## config.mk

```make
export PLATFORM = sky130hd
export DESIGN_NAME = countdown_bcd_timer
export DESIGN_NICKNAME = d
export VERILOG_FILES = /design/src/rtl/timer_pkg.sv /design/src/rtl/sec_to_bcd.sv /design/src/rtl/countdown_bcd_timer.sv
export SDC_FILE = /design/constraint.sdc
export NUM_CORES = 1
export LEC_CHECK = 0
export ABC_AREA = 1
export CAP_MARGIN = 20
export CORE_ASPECT_RATIO = 1.4
export CORE_MARGIN = 2
export CORE_UTILIZATION = 53
export CTS_CLUSTER_SIZE = 12
export DETAILED_ROUTE_END_ITERATION = 8
export PLACE_DENSITY = 0.75
export SYNTH_ARGS = -nofsm -noshare
export SYNTH_HDL_FRONTEND = slang
export SYNTH_SLANG_ARGS = --single-unit
```

## constraint.sdc

```tcl
create_clock -name clk -period 3.47 [get_ports clk]
set_input_delay 0.347 -clock clk [delete_from_list [all_inputs] [get_ports clk]]
set_output_delay 0.347 -clock clk [all_outputs]
set_load 0.05 [all_outputs]
```

## src/rtl/timer_pkg.sv

```systemverilog
// Shared constants and helpers for the game countdown timer.
// Count is held as binary total seconds and rendered to BCD on output.
package timer_pkg;

    localparam int COUNT_W     = 10;
    localparam int SEC_PER_MIN = 60;
    localparam int ADD_SEC     = 30;

    function automatic logic [COUNT_W-1:0] total_sec(
        input int min,
        input int sec
    );
        return COUNT_W'(min * SEC_PER_MIN + sec);
    endfunction

endpackage

```

## src/rtl/sec_to_bcd.sv

```systemverilog
// Combinational split of a total-seconds value into M:SS BCD digits.
// Constant divisors only, so synthesis builds fixed logic, not a divider.
module sec_to_bcd
    import timer_pkg::*;
(
    input  logic [COUNT_W-1:0] secs,
    output logic [3:0]         min_ones,
    output logic [3:0]         sec_tens,
    output logic [3:0]         sec_ones
);

    logic [COUNT_W-1:0] rem;

    always_comb begin
        rem      = secs % COUNT_W'(SEC_PER_MIN);
        min_ones = 4'(secs / COUNT_W'(SEC_PER_MIN));
        sec_tens = 4'(rem / COUNT_W'(10));
        sec_ones = 4'(secs % COUNT_W'(10));
    end

endmodule

```

## src/rtl/countdown_bcd_timer.sv

```systemverilog
// Game countdown: load, +30 s on request edge, 1 Hz decrement, saturating.
// Signals end-of-time to the game FSM and drives the time display digits.
module countdown_bcd_timer
    import timer_pkg::*;
#(
    parameter int START_MIN = 2,
    parameter int START_SEC = 0,
    parameter int MAX_MIN   = 9,
    parameter int WARN_SEC  = 10
) (
    input  logic       clk,
    input  logic       resetN,
    input  logic       countLoadN,
    input  logic       countEnable,
    input  logic       add_thirtySecN,
    input  logic       OneSecPulse,
    output logic       timerEnd,
    output logic [3:0] min_ones,
    output logic [3:0] sec_tens,
    output logic [3:0] sec_ones,
    output logic       lowTime
);

    localparam int SUM_W = COUNT_W + 1;

    localparam logic [SUM_W-1:0] CEIL =
        SUM_W'(MAX_MIN * SEC_PER_MIN + 59);
    localparam logic [COUNT_W-1:0] START_CNT =
        total_sec(START_MIN, START_SEC);
    localparam logic [COUNT_W-1:0] WARN_CNT = COUNT_W'(WARN_SEC);

    logic [COUNT_W-1:0] count_q, count_d;
    logic               add_n_dly_q, add_n_dly_d;
    logic               timer_end_q, timer_end_d;

    logic               add_edge;
    logic               dec;
    logic [SUM_W-1:0]   sum;
    logic [SUM_W-1:0]   sat;
    logic [SUM_W-1:0]   nxt;

    always_comb begin
        count_d     = count_q;
        add_n_dly_d = add_thirtySecN;
        timer_end_d = 1'b0;

        add_edge = add_n_dly_q & ~add_thirtySecN;
        sum = {1'b0, count_q}
            + (add_edge ? SUM_W'(ADD_SEC) : SUM_W'(0));
        // Clamp before the tick so add+tick at the ceiling ends one below it.
        sat = (sum > CEIL) ? CEIL : sum;
        dec = OneSecPulse && (sat != '0);
        nxt = sat - SUM_W'(dec);

        if (!countLoadN) begin
            count_d = START_CNT;
        end else if (countEnable) begin
            count_d     = COUNT_W'(nxt);
            timer_end_d = dec && (nxt == '0);
        end
    end

    always_ff @(posedge clk or negedge resetN) begin
        if (!resetN) begin
            count_q     <= '0;
            add_n_dly_q <= 1'b1;
            timer_end_q <= 1'b0;
        end else begin
            count_q     <= count_d;
            add_n_dly_q <= add_n_dly_d;
            timer_end_q <= timer_end_d;
        end
    end

    sec_to_bcd u_bcd (
        .secs     (count_q),
        .min_ones (min_ones),
        .sec_tens (sec_tens),
        .sec_ones (sec_ones)
    );

    assign timerEnd = timer_end_q;
    assign lowTime  = (count_q != '0) && (count_q <= WARN_CNT);

endmodule

```

# Word-level counts from Yosys, hierarchy flattened
# Index checks and enable logic that the tools add are counted.
# op_classes
n_div	4
n_addsub	2
n_mux	6
n_bitwise	2
n_reduce_logical	6
eq_ne	1
magnitude_cmp	2
# op_table
cell	count
2-to-1 mux 10 bit	2
adder 10 x 5 -> 11 bit	1
greater-than comparator 11 x 10 -> 1 bit, second input constant	1
zero test 11 bit	1
2-to-1 mux 11 bit	1
nonzero test 11 bit	1
subtractor 11 x 1 -> 11 bit	1
divider 10 x 4 -> 10 bit, second input constant	1
divider 10 x 6 -> 10 bit, second input constant	1
<= comparator 10 x 4 -> 1 bit, second input constant	1
remainder unit 10 x 4 -> 10 bit, second input constant	1
remainder unit 10 x 6 -> 10 bit, second input constant	1
nonzero test 10 bit	1
2-to-1 mux 5 bit	1
logical AND 1 bit	3
2-to-1 mux 1 bit	2
inequality test 2 x 1 -> 1 bit, second input constant	1
bitwise AND 1 bit	1
inverter 1 bit	1
# word_totals
output_inout_bits	14
ff_bits	12
word_cells	26
input_bits	6

# Longest topological paths before layout
# depth
ltp_word	13
mapped_depth	31

# Cells and area by module
# From an unflattened synthesis, not the netlist that was laid out.
# hier_totals
cells_unflattened	421
area_unflattened_um2	2451.1
# modules_own_cells
mod	seq_area_each_um2	cells_per_inst	n_inst	area_per_inst_um2
countdown_bcd_timer	301.5	198	1	1271.2
sec_to_bcd	0.0	223	1	1179.9

# Least setup slack after synthesis
# No wires, ideal clock.
# synth_path
path_kind	reg-to-output
startpoint	register count_q[9]
endpoint	output sec_tens[2]
path_slack_ns	-0.604
arrival_ns	3.727
path_stages_with_launch	23
path_cell_list	dfrtp_1 > buf_2 > nand2_1 > nor2_4 > o21ai_2 > clkinv_1 > nand2_1 > nand2_2 > nor2_4 > nand2_2 > nand2_4 > a21oi_1 > a21oi_1 > inv_2 > nand2_4 > nand2_4 > nand3_2 > inv_2 > nand2_4 > nand2_4 > nand2_2 > nand2_2 > a21oi_1
# synth_via
elab_chain_len	2
# synth_lines
element	line_no	text
from (decl)	countdown_bcd_timer.sv:32	logic [COUNT_W-1:0] count_q, count_d;
from (signal assigned)	countdown_bcd_timer.sv:69	count_q <= count_d;
remainder unit 10 x 6 -> 10 bit	sec_to_bcd.sv:15	rem = secs % COUNT_W'(SEC_PER_MIN);
divider 10 x 4 -> 10 bit	sec_to_bcd.sv:17	sec_tens = 4'(rem / COUNT_W'(10));
to (decl)	countdown_bcd_timer.sv:19	output logic [3:0] sec_tens,
# No other way between the ends.

# Final worst setup path
# layout_path
startpoint	register add_n_dly_q
endpoint	register timer_end_q, in the netlist timerEnd
# layout_via
elab_chain_len	12
# layout_lines
element	line_no	text
from (decl)	countdown_bcd_timer.sv:33	logic add_n_dly_q, add_n_dly_d;
from (signal assigned)	countdown_bcd_timer.sv:70	add_n_dly_q <= add_n_dly_d;
bitwise AND 1 bit (*)	countdown_bcd_timer.sv:47	add_edge = add_n_dly_q & ~add_thirtySecN;
2-to-1 mux 5 bit (*)	countdown_bcd_timer.sv:49	+ (add_edge ? SUM_W'(ADD_SEC) : SUM_W'(0));
adder 10 x 5 -> 11 bit (*)	countdown_bcd_timer.sv:49	
greater-than comparator 11 x 10 -> 1 bit	countdown_bcd_timer.sv:51	sat = (sum > CEIL) ? CEIL : sum;
2-to-1 mux 11 bit (*)	countdown_bcd_timer.sv:51	
nonzero test 11 bit	countdown_bcd_timer.sv:52	dec = OneSecPulse && (sat != '0);
logical AND 1 bit	countdown_bcd_timer.sv:52	
subtractor 11 x 1 -> 11 bit	countdown_bcd_timer.sv:53	nxt = sat - SUM_W'(dec);
zero test 11 bit	countdown_bcd_timer.sv:59	timer_end_d = dec && (nxt == '0);
logical AND 1 bit (*)	countdown_bcd_timer.sv:59	
2-to-1 mux 1 bit (*)	countdown_bcd_timer.sv:57	end else if (countEnable) begin
2-to-1 mux 1 bit (*)	countdown_bcd_timer.sv:55	if (!countLoadN) begin
net timer_end_d	countdown_bcd_timer.sv:34	logic timer_end_q, timer_end_d;
to (signal assigned)	countdown_bcd_timer.sv:71	timer_end_q <= timer_end_d;
to (decl)	countdown_bcd_timer.sv:34	
# Mark *: on every way through the listed nets, which the timed path passes. The rest lies on a longest branch.
# A chain may end at the register's enable or synchronous reset.

==> out/qor.yml <==
worst_setup_path:
  critPathMaxStageDelay_ns: 0.53
  r2r_cells: 29
  critPathSlowestCell: "dfstp_2"
  required_ns: 3.67
  path_buf_inv: 4
  cp-end-kind: "register"
  worstReg2RegEnd: "timerEnd"
  critPathLaunchType: "register"
  cp_common_cell: "nand2_2"
  worstSetupStartpoint: "add_n_dly_q"
  crit_fanout: 4
  worstSetupPathType: "register to register"
  crit_path_end: "timerEnd"
  r2r_setup_slack_ns: -0.65
  arrival_ns: 4.32
  critical_path.top_delay_family: "simple AND/OR/NAND/NOR gates"
  cp.depth: 29
  r2r_start: "add_n_dly_q"
yosys:
  synth_top_area_share_pct: 18.0
  synth_edf_count: 0
  syn_nets: 394
  yosysWarnings: 0
  synth_top_area_cell: "nand2_1"
  async_flop_share_pct: 100
  synth_ff_type: "dfrtp_1"
  synth_area_mm2: 0.00224
  seq_area_frac_synth_pct: 13.5
  synth_area_leaders: "nand2_1 18%, dfrtp_1 12%, nand3_1 9.6%"
  ys_types: 36
  ys_ff_latch: 12
  syn_avg_cell_area_um2: 5.88
  syn-instance-count: 380
finish:
  syn_to_final_growth_pct: 66.6
  final_common_cell: "buf_4"
  num-fill-cells: 138
  nets: 492
  fin_util_pct: 93.4
  multiInputGateArea_mm2: 0.00220
  drive_gt1_share_pct: 52.4
  ff_latch_area_um2: 307
  antenna_cells: 0
  layout_common_cells: "78 x buf_4, 74 x nand2_1, 40 x nand2_2"
routing:
  drt_wl_total_um: 10000
  num_vias: 3221
  drt_iter0_drc: 294
  viasPerCell: 6.19
  first_pass_iters: 8
  post_drt_wl_per_cell_um: 19.3
  drc: 1
  postRouteAntennaNets: 0
clock_network:
  cts_root_buf: "clkbuf_8"
  path_clk_slew_ns: 0.06
  clkSinkCount: 12
  cts_buffer_depth: 2
  cts_tree: "done"
  cts_made_buffers: 3
  clock_latency_ns: 0.26
  htreeDepth: 1
timing:
  finClkSkew_ns: 0.00101
  grt_setup_unrepaired: "true"
  worst_slack_ns: -0.651
  maxSlewViolCount: 0
  maxSlewHeadroom_pct: 59.2
  finalSetupViolations: 18
  holdWs_ns: 0.365
  fin_tns_setup_ns: -6.31
  fmax_mhz: 243
  fin_crit_sh_pct: 119
  hold_viol: 0
  worst_slew_pin_slew_ns: 0.611
  fin_crit_ns: 4.12
pwr:
  peakVddDrop_mv: 0.895
  power_leakage_nw: 1.83
  p_per_area_mw_per_mm2: 919
  power_mw: 3.42
outcome:
  outcome: "finished with violations"
  violations: "design-rule violations, negative setup slack"
global_route:
  grt_antenna_before_repair: 0
  grt_pass1_wl_um: 11500
  grt_max_degree: 13
  grtUsageTotal_pct: 30.7
  met1_usage_pct: 30.6
  use_met3_pct: 2.71
  grt_pass1_vias: 2767
  grt.busiest_layer: "met2"
  grt_overflow_total: 0
  grt_use_met2_pct: 59.7
placed_design:
  hpwl_um: 4760
  place_congestion: 0.913
  pre_cts_ws_ns: -0.663
  io_buffer_count: 18
hold_path:
  hold_path_class: "input port to register"
job:
  max_cap_viol_count: 0
floorplan:
  num_rows: 27
  die-area_mm2: 0.00476
  ioPinCount: 20
  die_h_um: 80.9
  die_w_um: 58.9
  start_util_pct: 56.1
  core_area_mm2: 0.00399
## registers in the layout, summed over array words and instances (netlist names)
| name | flops |
|---|---|
| timerEnd | 1 |
| count_q | 10 |
| add_n_dly_q | 1 |
## how the worst min path moves through the flow
stage	to	cells after the start	slack, ns	startpoint
after floorplan	count_q[0]	0	0.05	resetN
after global routing	add_n_dly_q	1	0.36	add_thirtySecN
after CTS	add_n_dly_q	1	0.39	add_thirtySecN
final	add_n_dly_q	1	0.37	add_thirtySecN
after detailed placement	count_q[0]	2	0.63	count_q[0]
after global placement	count_q[0]	2	0.62	count_q[0]
## cell type report
type	instances	share of cell area (%)
clock buffer	4	1.21
inverter	51	5.51
multi-input combinational	309	59.2
sequential	12	8.23
tap	43	1.44
timing repair buffer	101	24.5
## synth_stat cells (all sizes together), types with 2 or more instances
master	instances
nand2	139
nand3	50
inv	49
nor2	47
o21ai	20
a21oi	14
dfrtp	11
buf	8
xor2	8
ha	7
nor4	4
nand4	3
o21bai	3
o22ai	3
clkinv	2
nand3b	2
## repair_timing
action	CTS	global route
hold buffers	0	0
endpoints found under the setup margin	17	18
buffers inserted	27	20
pin swaps	27	41
resized for setup	50	74
## layer usage
layer  vias up  routed length (um)
met1      1489                3340
met4         0                 840
met2       221                5170
met5         -                   0
li1       1411                   -
met3       100                 664
## logic make-up after synthesis
logic type,count (synthesis),share of synthesized area [%]
compound gates,46,12.0
xor+xnor,8,3.13
fa+ha+maj,8,4.81
buf+inv,59,10.8
flops,12,13.5
other cells,1,0.168
simple gates,246,55.6
## where the power goes
group | switching [mW] | leakage [nW] | total, mW | internal [mW]
clock network | 0.0669 | 0.0228 | 0.149 | 0.0818
logic | 1.83 | 1.66 | 3.10 | 1.26
registers | 0.0225 | 0.139 | 0.177 | 0.154
total | 1.92 | 1.83 | 3.42 | 1.50
## metrics by stage
stage	instances	instance area [um^2]
after floorplan	380	2350
after global placement	470	2880
after detailed placement	470	2880
after CTS	501	3300
after global routing	520	3720
final	520	3720
(Power assumes the default switching activity.)
